--- src/rtl/pipe_reg_chain.sv ---
`default_nettype none
// ============================================================================
// Module      : pipe_reg_chain
// Description : Chain of STAGES data registers, each with a valid bit, under
//               valid/ready flow control. Empty stages (bubbles) compact: a
//               stage advances when it is empty or the stage after it
//               advances. Provides flush (drops all entries) and a registered
//               occupancy count.
//
//               Optional feature macro: PIPE_SKID_EN
//                 defined   - a one-entry skid register in front of stage 0.
//                             in_ready is then driven from the skid valid
//                             register, so it has no combinational path from
//                             out_ready. Capacity becomes STAGES+1.
//                 undefined - no skid; in_ready depends on out_ready through
//                             the stage-advance chain. Capacity is STAGES.
//
// Ports       : clk        rising-edge clock
//               reset      synchronous, active-high reset
//               flush      clear all valid bits on the next edge
//               in_valid   upstream presents in_data
//               in_ready   chain accepts in_data this cycle
//               in_data    payload in [WIDTH]
//               out_valid  last stage holds valid data
//               out_ready  downstream takes out_data this cycle
//               out_data   last-stage payload [WIDTH]
//               occupancy  number of valid entries held [$clog2(STAGES+2)]
//
// Revision    : 1.0  initial release
// ============================================================================
module pipe_reg_chain #(
  parameter int               WIDTH     = 32,
  parameter int               STAGES    = 2,
  parameter logic [WIDTH-1:0] RESET_VAL = '0
) (
  input  logic                          clk,
  input  logic                          reset,
  input  logic                          flush,
  input  logic                          in_valid,
  output logic                          in_ready,
  input  logic [WIDTH-1:0]              in_data,
  output logic                          out_valid,
  input  logic                          out_ready,
  output logic [WIDTH-1:0]              out_data,
  output logic [$clog2(STAGES+2)-1:0]   occupancy
);

  localparam int OCC_W = $clog2(STAGES + 2);

  logic [STAGES-1:0] v_q;
  logic [STAGES-1:0] v_d;
  logic [WIDTH-1:0]  d_q [STAGES];
  logic [WIDTH-1:0]  d_d [STAGES];
  logic [OCC_W-1:0]  occ_q;
  logic [OCC_W-1:0]  occ_d;

  // Stage-advance flags and the word offered to stage 0.
  logic [STAGES-1:0] adv;
  logic              src_v;
  logic [WIDTH-1:0]  src_d;
  logic              occ_extra;

  // Stage k advances when out_ready is high or any stage from k to the
  // output is empty. Written as a mask test rather than a ripple so the
  // flag vector never depends on itself.
  always_comb begin
    for (int k = 0; k < STAGES; k++) begin
      logic [STAGES-1:0] mask;
      mask   = {STAGES{1'b1}} << k;
      adv[k] = out_ready | ((v_q & mask) != mask);
    end
  end

`ifdef PIPE_SKID_EN
  logic             skid_v_q;
  logic             skid_v_d;
  logic [WIDTH-1:0] skid_d_q;
  logic [WIDTH-1:0] skid_d_d;

  assign in_ready  = !skid_v_q && !flush;
  // A parked word goes ahead of new input; while parked, in_ready is low so
  // no new word can arrive in the same cycle.
  assign src_v     = skid_v_q | in_valid;
  assign src_d     = skid_v_q ? skid_d_q : in_data;
  assign occ_extra = skid_v_d;

  always_comb begin
    skid_v_d = skid_v_q;
    skid_d_d = skid_d_q;
    if (flush) begin
      skid_v_d = 1'b0;
    end else if (skid_v_q) begin
      if (adv[0]) begin
        skid_v_d = 1'b0;
      end
    end else if (in_valid && !adv[0]) begin
      skid_v_d = 1'b1;
      skid_d_d = in_data;
    end
  end

  always_ff @(posedge clk) begin
    if (reset) begin
      skid_v_q <= 1'b0;
      skid_d_q <= RESET_VAL;
    end else begin
      skid_v_q <= skid_v_d;
      skid_d_q <= skid_d_d;
    end
  end
`else
  assign in_ready  = adv[0] && !flush;
  assign src_v     = in_valid;
  assign src_d     = in_data;
  assign occ_extra = 1'b0;
`endif

  // Next state: flush drops every valid bit but leaves data untouched.
  // Data only moves forward out of a valid stage, so bubbles keep their
  // previous payload and a stalled stage is never overwritten.
  always_comb begin
    v_d = v_q;
    for (int k = 0; k < STAGES; k++) begin
      d_d[k] = d_q[k];
    end
    if (flush) begin
      v_d = '0;
    end else begin
      if (adv[0]) begin
        v_d[0] = src_v;
        if (src_v) begin
          d_d[0] = src_d;
        end
      end
      for (int k = 1; k < STAGES; k++) begin
        if (adv[k]) begin
          v_d[k] = v_q[k-1];
          if (v_q[k-1]) begin
            d_d[k] = d_q[k-1];
          end
        end
      end
    end
    occ_d = OCC_W'(occ_extra);
    for (int k = 0; k < STAGES; k++) begin
      occ_d = occ_d + OCC_W'(v_d[k]);
    end
  end

  always_ff @(posedge clk) begin
    if (reset) begin
      v_q   <= '0;
      occ_q <= '0;
    end else begin
      v_q   <= v_d;
      occ_q <= occ_d;
    end
  end

  for (genvar k = 0; k < STAGES; k++) begin : g_stage
    always_ff @(posedge clk) begin
      if (reset) begin
        d_q[k] <= RESET_VAL;
      end else begin
        d_q[k] <= d_d[k];
      end
    end
  end

  assign out_valid = v_q[STAGES-1];
  assign out_data  = d_q[STAGES-1];
  assign occupancy = occ_q;

endmodule
`default_nettype wire
--- config.mk ---
export PLATFORM = sky130hd
export DESIGN_NAME = pipe_reg_chain
export DESIGN_NICKNAME = d
export VERILOG_FILES = /design/src/rtl/pipe_reg_chain.sv
export SDC_FILE = /design/constraint.sdc
export NUM_CORES = 1
export LEC_CHECK = 0
export BUFFER_PORTS_ARGS = -buffer_cell sky130_fd_sc_hd__buf_2
export CORE_UTILIZATION = 35
export DETAILED_ROUTE_END_ITERATION = 10
export GPL_ROUTABILITY_DRIVEN = 0
export PLACE_DENSITY = 0.66
export SYNTH_ARGS = -nofsm -noshare
export SYNTH_HDL_FRONTEND = slang
export SYNTH_SLANG_ARGS = --single-unit
--- constraint.sdc ---
create_clock -name clk -period 1.9 [get_ports clk]
set_input_delay 0.38 -clock clk [delete_from_list [all_inputs] [get_ports clk]]
set_output_delay 0.38 -clock clk [all_outputs]
set_load 0.05 [all_outputs]
==> results.md, run 1 <==
- Num rows: 32
- Post CTS Setup Buffer Count: 0
- Die ar.: 8550 sq um
- First-pass GRT wire length: 10,400 microns
- Worst hold slack: 285 ps
- Final Core Density: 0.444
- CTS tree: yes
- Ports: 73
- CP max stage cell: dfxtp_1
- Syn Std Cell Area: 2860 sq um
- Crit-path max cell delay: 340 ps
- CTS Buf Count: 9
- Detail Placement HPWL: 3920 microns
- Ant diodes: 0
- CP endpoint kind: output pin
- WL per Instance: 13.3 microns
- Detailed Routing Iterations Pass 1: 4
- Max-slew headroom: 0.616
- RSZ-0062 raised after global routing: no
- Detailed Route WL: 6310 microns
- Via Count: 2,283
- Cells after Synth: 304
- Syn nets: 342
- Worst VDD drop: 0.293 mV
- ANT nets after route: 0
- P&R area growth vs syn: 21.1%
- Period minus WS final: 1640 ps
- Layout Skew: 8.43 ps
- Port buffer count: 72
- Most frequent cells in the layout: buf_2 (72), dfxtp_1 (68), nand2b_1 (65)
- Dpl cells: 457
- Crit path kind: flop to output pin
- Max cap viols: 0
- Lkg Pwr: 1.39 nW
- Total negative slack: 0 ps
- Hold Crit Class: input port to flop
- Crit path cell chain: nor2b_4 > a21oi_2 > buf_2
- Initial core utilization: 0.367
- 1st-iter DRT viols: 98
- Worst-margin pin slew: 575 ps
- Hold Buf Count CTS: 0
- Commonest non-fill, non-tap cell in the layout: buf_2
- Vias in the first global route: 2,145
- Die Y: 92.5 microns
- CTS resizes: 0
- Count of clock tree sinks: 68
- Final Max Tran Viols: 0
- Worst-skew pair later-pin latency: 340 ps
- DRC: 0
- CTS max path bufs: 2
- H-tree depth: 3
- Post-route cell area: 3470 sq um
- Via density: 4.83
- Synthesized flop and latch total: 68
- Root buffer cell: clkbuf_8
- DP Area: 3250 sq um
- CORE AREA: 7810 sq um
- Tot GR Track Use: 0.156
- Post-synthesis sequential area ratio: 0.475
- Kind of start point of the critical path: flop
- Nets@finish: 404
- Final Cycle Share: 0.864
- Filler cells: 793
- Initial antenna violation count: 0
- Final Non-Filler Cells: 473
- Fin. Hold Viols: 0
- Multi-input logic area: 1330 sq um
- Largest net degree at the start of global routing: 101
- Die Wd: 92.5 microns
- Worst Path Required: 1520 ps
- Status: completed
- Fmax: 609 MHz
- Layout cells sized above 1: 0.270
- Ys Warns: 0
- Final setup viols: 0
- Ranking of synthesized cells by area: dfxtp_1 (48%), nand2b_1 (14%), mux2i_1 (11%)
- Synth area leader: dfxtp_1
- Critical path peak fanout: 8
- Synth unique cells: 19
- GRT Residual Overflow: 0
- Arrival @ worst endpoint: 1260 ps
- Post-synth top area share: 0.475
- Sequential Area: 1360 sq um
- Avg Inst Size Synth: 9.42 sq um
- Clk slew on worst S/H paths: 80 ps
- PD cells: 869 nW/um^2
[state kept, by name, summed over array words and instances, names as in the netlist]
name / count
occupancy: 2
v_q: 2
d_q: 64
[stage by stage]
step           power [mW]  worst slack (ps)
2_1_floorplan        1.69              72.6
3_3_place_gp         1.76               407
3_5_place_dp         1.76               362
4_1_cts              3.06               219
5_1_grt              3.14               176
6_report             3.01               259
[final cells by class]
cell class | count | share of cell area
Clock buffer | 9 | 0.0357
Tap cell | 102 | 0.0368
Multi-Input combinational cell | 208 | 0.383
Clock inverter | 7 | 0.0263
Timing Repair Buffer | 79 | 0.126
Sequential cell | 68 | 0.392
[synthesized netlist by cell type]
| master | n |
|---|---|
| or2b_1 | 1 |
| nand2b_2 | 1 |
| buf_2 | 8 |
| o21ai_0 | 27 |
| buf_1 | 3 |
| nor2b_1 | 4 |
| o21ai_1 | 5 |
| a21oi_1 | 34 |
| nor2_1 | 3 |
| nor3_1 | 2 |
| nand3_1 | 32 |
| buf_12 | 3 |
| mux2i_1 | 32 |
| nand2b_1 | 65 |
| clkbuf_1 | 10 |
| dfxtp_1 | 68 |
| buf_6 | 4 |
| ha_1 | 1 |
| a21oi_4 | 1 |
[routing by layer]
metal / track usage / vias up / share of wire
met5: 0 / - / 0
met2: 0.251 / 73 / 0.47
met4: 0.0586 / 0 / 0.0092
li1: - / 1150 / -
met1: 0.195 / 1055 / 0.46
met3: 0.0468 / 5 / 0.056
[logic make-up (layout without fill, tap and decap cells)]
family | after synthesis | after routing | share of synthesized area
AND/OR/NAND/NOR | 108 | 108 | 0.220
flip-flops | 68 | 68 | 0.475
AO/OA/AOI/OAI | 67 | 67 | 0.121
multiplexers | 32 | 32 | 0.112
buffers and inverters | 28 | 95 | 0.0677
adder cells (fa/ha/maj) | 1 | 1 | 0.00437
[power by group]
part / leakage (nW) / internal [mW] / switching [mW]
clock: 0.109 / 0.734 / 0.554
sequential: 0.552 / 1.47 / 0.0222
combinational: 0.732 / 0.107 / 0.130
[final timing paths]
kind | from | to | slack [ps] | depth (start not counted)
setup / recovery | v_q[1] | in_ready | 260 | 3
hold reg to reg | d_q[0][20] | d_q[1][20] | 470 | 2
hold / removal | in_data[12] | d_q[0][12] | 280 | 3
setup reg to reg | v_q[0] | d_q[1][31] | 510 | 3
[worst max-delay path: cells and delay by family (launching register included)]
| family | cells | cell delay [ps] |
|---|---|---|
| buf+inv | 1 | 220 |
| simple gates | 1 | 280 |
| compound gates | 1 | 80 |
| flops | 1 | 340 |
(Power assumes the default switching activity.)
==> inputs of run 2 (changes only) <==
- CELL_PAD_IN_SITES_DETAIL_PLACEMENT: not set -> 1
- CELL_PAD_IN_SITES_GLOBAL_PLACEMENT: not set -> 2
- CORE_UTILIZATION: 35 -> 31
- PLACE_DENSITY: 0.66 -> 0.87
==> run 2 against run 1 <==
Cell count is 1.3% higher. Core utilization is 5.7 points lower. Non-clock buffer count is 1 higher. Combinational power hardly changed. The run now ends with design-rule violations left. Register-to-register slack worse by 50 ps. Critical path depth stayed put. Global-route usage is 0.67 points lower. Clock skew is 1.8 ps lower. Worst hold slack better by 12 ps. Worst setup slack better by 13 ps. Largest cell class unchanged. Highest routed layer unchanged. Sequential cell count stayed put. Routed wire length is 6.6% higher.
==> results.md, run 2 (synthesis results as in run 1) <==
- P&R area growth vs syn: 19.7%
- Crit path to: in_ready
- Commonest non-fill, non-tap cell in the layout: buf_2
- Die Y: 98.1 microns
- R2r startpoint: v_q[0]
- Max cap viols: 0
- DP Area: 3250 sq um
- Port buffer count: 72
- Failing checks: design-rule violations
- Detailed Routing Iterations Pass 1: 7
- Period minus WS final: 1630 ps
- CORE AREA: 8850 sq um
- Post-route cell area: 3430 sq um
- Final Cycle Share: 0.857
- Largest net degree at the start of global routing: 101
- Dpl cells: 464
- Detailed Route WL: 6730 microns
- Final setup viols: 0
- CTS resizes: 0
- Worst-skew pair later-pin latency: 330 ps
- PD cells: 813 nW/um^2
- Flop2flop setup slack: 460 ps
- Final Max Tran Viols: 0
- Via density: 4.80
- CTS tree: yes
- Worst VDD drop: 0.371 mV
- Num rows: 34
- Reg2reg path depth: 3
- Final Core Density: 0.387
- Hold Crit Class: input port to flop
- Filler cells: 1,076
- Initial core utilization: 0.324
- ANT nets after route: 0
- Detail Placement HPWL: 4280 microns
- Sequential Area: 1360 sq um
- Multi-input logic area: 1320 sq um
- Layout cells sized above 1: 0.270
- CTS max path bufs: 2
- Fmax: 614 MHz
- Total power: 2.79 mW
- Worst hold slack: 297 ps
- DRC: 5
- Nets@finish: 405
- Max FFs per register: 64
- Ports: 73
- RSZ-0062 raised after global routing: no
- Reg2reg end: d_q[1][27]
- Most frequent cells in the layout: buf_2 (72), dfxtp_1 (68), nand2b_1 (65)
- Ant diodes: 0
- Total negative slack: 0 ps
- Via Count: 2,300
- Post CTS Setup Buffer Count: 0
- Reg with most FFs: d_q
- Root buffer cell: clkbuf_8
- H-tree depth: 3
- Die ar.: 9630 sq um
- Initial antenna violation count: 0
- Hold Buf Count CTS: 0
- Status: finished, violations left
- Fin. Hold Viols: 0
- Lkg Pwr: 1.37 nW
- Arrival @ worst endpoint: 1250 ps
- Max-slew headroom: 0.592
- WL per Instance: 14.0 microns
- Setup ws final: 272 ps
- Worst-margin pin slew: 613 ps
- Die Wd: 98.1 microns
- 1st-iter DRT viols: 59
- CP endpoint kind: output pin
- Setup Slack @ Placement: 306 ps
- Worst Path Required: 1520 ps
- First-pass GRT wire length: 11,400 microns
- Vias in the first global route: 2,325
- Crit path kind: flop to output pin
- Count of clock tree sinks: 68
- Layout Skew: 6.67 ps
- Critical path peak fanout: 6
- Worst setup path startpoint: v_q[1]
- CTS Buf Count: 9
- Clk slew on worst S/H paths: 70 ps
- Tot GR Track Use: 0.149
- Kind of start point of the critical path: flop
- GRT Residual Overflow: 0
- Final Non-Filler Cells: 479
[run 2: changes by cell type in the layout (fill, tap and decap cells not counted)]
cell        previous run  this run
clkinv_4               1         0
nor2b_4                2         1
bufinv_16              2         0
clkinvlp_4             1         2
buf_12                 2         1
buf_4                  5         7
clkinv_2               3         2
nor2b_2                0         1
clkbuf_8               9        11
[run 2: worst max-delay path, stage by stage, from the launching register on]
cell	delay, ps
dfxtp_1	360
nor2b_4	270
a21oi_2	80
buf_2	220
[run 2: worst min path at each step]
stage,from,depth (start not counted),slack (ps),endpoint
after global placement,d_q[0][27],2,450,d_q[1][27]
final,in_data[10],3,300,d_q[0][10]
after CTS,in_data[0],3,280,d_q[0][0]
after global routing,in_data[4],3,290,d_q[0][4]
after detailed placement,d_q[0][7],2,460,d_q[1][7]
after floorplan,d_q[0][0],2,440,d_q[1][0]
[run 2: final cells by class]
class / count / area share
Clock buffer: 11 / 0.0442
Clock inverter: 4 / 0.00730
Multi-Input combinational cell: 208 / 0.386
Sequential cell: 68 / 0.397
Tap cell: 108 / 0.0394
Timing Repair Buffer: 80 / 0.126
[run 2: report_power, final]
part | internal, mW | switching (mW) | total, mW
sequential | 1.47 | 0.0227 | 1.49
clock | 0.533 | 0.527 | 1.06
combinational | 0.106 | 0.131 | 0.237
total | 2.11 | 0.681 | 2.79
[run 2: per-layer routing]
layer	wire (microns)	vias up	share of wire	track usage
li1	-	1152	-	-
met1	3000	1084	0.45	0.179
met2	3300	54	0.49	0.250
met3	297	10	0.044	0.0408
met4	127	0	0.019	0.0618
met5	0	-	0	0
==> inputs of run 3 (changes only) <==
- ABC_AREA: not set -> 1
- CORE_UTILIZATION: 31 -> 29
- PLACE_DENSITY: 0.87 -> 0.88
==> run 3 against run 2 <==
Largest cell class unchanged. Largest power group unchanged. Routed wire length up 13%. Core utilization decreased by 1.7 points. The flow now finishes without violations. Non-clock buffer count increased by 1.
==> results.md, run 3 <==
- CP endpoint kind: output pin
- Family with the most delay on the worst path: flip-flops
- R2r startpoint: v_q[1]
- DRC: 0
- Final Cycle Share: 0.820
- Final setup viols: 0
- Detailed Route WL: 7600 microns
- Max cap viols: 0
- Crit path kind: flop to output pin
- Cells after Synth: 410
- FFs w/ async S/R, synth: 0
- Final Max Tran Viols: 0
- Combinational share of power: 0.136
- CTS resizes: 0
- Most frequent cell after synthesis: nor2_1
- Worst-margin pin slew: 340 ps
- Final Core Density: 0.370
- Most frequent cells in the layout: buf_2 (72), nor2_1 (69), dfxtp_1 (68)
- CTS Buf Count: 9
- Tot GR Track Use: 0.153
- 1st-iter DRT viols: 119
- CTS tree: yes
- Period minus WS final: 1560 ps
- Lkg Pwr: 1.75 nW
- Synth cell count leaders: nor2_1 (70), dfxtp_1 (68), a21oi_1 (65), nand2_1 (65), inv_1 (39)
- Port buffer count: 72
- Flop2flop setup slack: 680 ps
- Worst VDD drop: 0.278 mV
- Critical path peak fanout: 4
- Internal: 2.23 mW
- Initial antenna violation count: 0
- Num rows: 36
- Post-synthesis sequential area ratio: 0.465
- Hold Buf Count CTS: 0
- Die Y: 103 microns
- ANT nets after route: 0
- CTS max path bufs: 2
- Ys Warns: 0
- WL per Instance: 12.5 microns
- Worst-skew pair later-pin latency: 340 ps
- RSZ-0062 raised after global routing: no
- PD cells: 851 nW/um^2
- Buf/Inv on CP: 1
- Fin. Hold Viols: 0
- Top FF cell, synth: dfxtp_1
- Max-slew headroom: 0.774
- Detail Placement HPWL: 4830 microns
- Fmax: 642 MHz
- Commonest non-fill, non-tap cell in the layout: buf_2
- Via density: 4.52
- Die ar.: 10,500 sq um
- Reg2reg path depth: 7
- Worst Path Required: 1520 ps
- Syn Std Cell Area: 2930 sq um
- Total negative slack: 0 ps
- First-pass GRT wire length: 12,300 microns
- Die Wd: 103 microns
- P&R area growth vs syn: 23.4%
- Layout cells sized above 1: 0.214
- Post CTS Setup Buffer Count: 0
- Initial core utilization: 0.300
- Worst Hold Depth: 2
- Crit-path max cell delay: 360 ps
- Layout Skew: 6.13 ps
- Syn nets: 448
- Reg2reg end: occupancy[0]
- Post-synth top area share: 0.465
- Kind of start point of the critical path: flop
- Synth unique cells: 14
- Hold Path End: occupancy[1]
- Post-synth EDFFs: 0
- Synthesized flop and latch total: 68
- Avg Inst Size Synth: 7.15 sq um
- CP max stage cell: dfxtp_1
- Crit path cell chain: a31oi_1 > buf_2
- CORE AREA: 9770 sq um
- Status: completed
- Clk slew on worst S/H paths: 80 ps
- Ant diodes: 0
- Count of clock tree sinks: 68
- Via Count: 2,740
- Vias in the first global route: 2,614
- Hold Crit Class: input port to flop
- Largest net degree at the start of global routing: 65
- Nets@finish: 506
- Synth area leader: dfxtp_1
- Filler cells: 1,256
- Reg with most FFs: d_q
- Ports: 73
- H-tree depth: 3
- GRT Residual Overflow: 0
- Reg power frac: 0.497
- Clock power share: 0.367
- Sw Ratio: 0.276
- Ranking of synthesized cells by area: dfxtp_1 (46%), a21oi_1 (11%), nor2_1 (9.0%)
- Detailed Routing Iterations Pass 1: 4
- Root buffer cell: clkbuf_8
- Arrival @ worst endpoint: 1180 ps
- P_sw: 0.850 mW
- Min-delay src: reset
- Max FFs per register: 64
run 3: cell count changes in the layout (fill, tap and decap cells not counted), sizes merged, moves of 39 or more:
cell / before / now
nor2: 3 / 71
nand2b: 66 / 0
inv: 0 / 39
nand2: 0 / 65
run 3: metal layers:
metal | wire length, microns | global-route usage
met5 | 0 | 0
met2 | 3480 | 0.246
met1 | 3640 | 0.189
met4 | 166 | 0.0857
met3 | 313 | 0.0325
run 3: power groups by stage:
stage               clock (mW)  sequential [mW]  combinational, mW
global route              1.23             1.54              0.466
floorplan                    0             1.65              0.215
finish                    1.13             1.53              0.417
CTS                       1.17             1.53              0.425
global placement             0             1.56              0.416
detailed placement           0             1.56              0.425
run 3: how the worst max path moves through the flow:
stage	from	end	cells past startpoint
floorplan	v_q[1]	in_ready	1
global placement	out_ready	in_ready	4
detailed placement	out_ready	occupancy[0]	9
CTS	v_q[1]	in_ready	2
global route	v_q[1]	in_ready	2
finish	v_q[1]	in_ready	2
run 3: cell type report:
cell class	count	area [sq um]	share of cell area
clock buffers	13	169	0.0467
clock inverters	3	20.0	0.00553
inverters	39	146	0.0405
multi-input cells	269	1290	0.356
flip-flops and latches	68	1360	0.376
well taps	133	166	0.0460
repair buffers	81	465	0.129
run 3: logic make-up after synthesis:
group	share of synthesized area
simple gates	0.316
buf+inv	0.102
flops	0.465
compound gates	0.113
fa+ha+maj	0.00427
run 3: stage by stage:
step                total power [mW]  cell area [sq um]  setup slack, ps  hold WS (ps)  std cells
floorplan                       1.86               2930              136           443        410
global placement                1.98               3430              489           451        590
detailed placement              1.99               3430              504           458        590
CTS                             3.12               3620              311           250        606
global route                    3.24               3620              283           256        606
finish                          3.08               3620              342           261        606
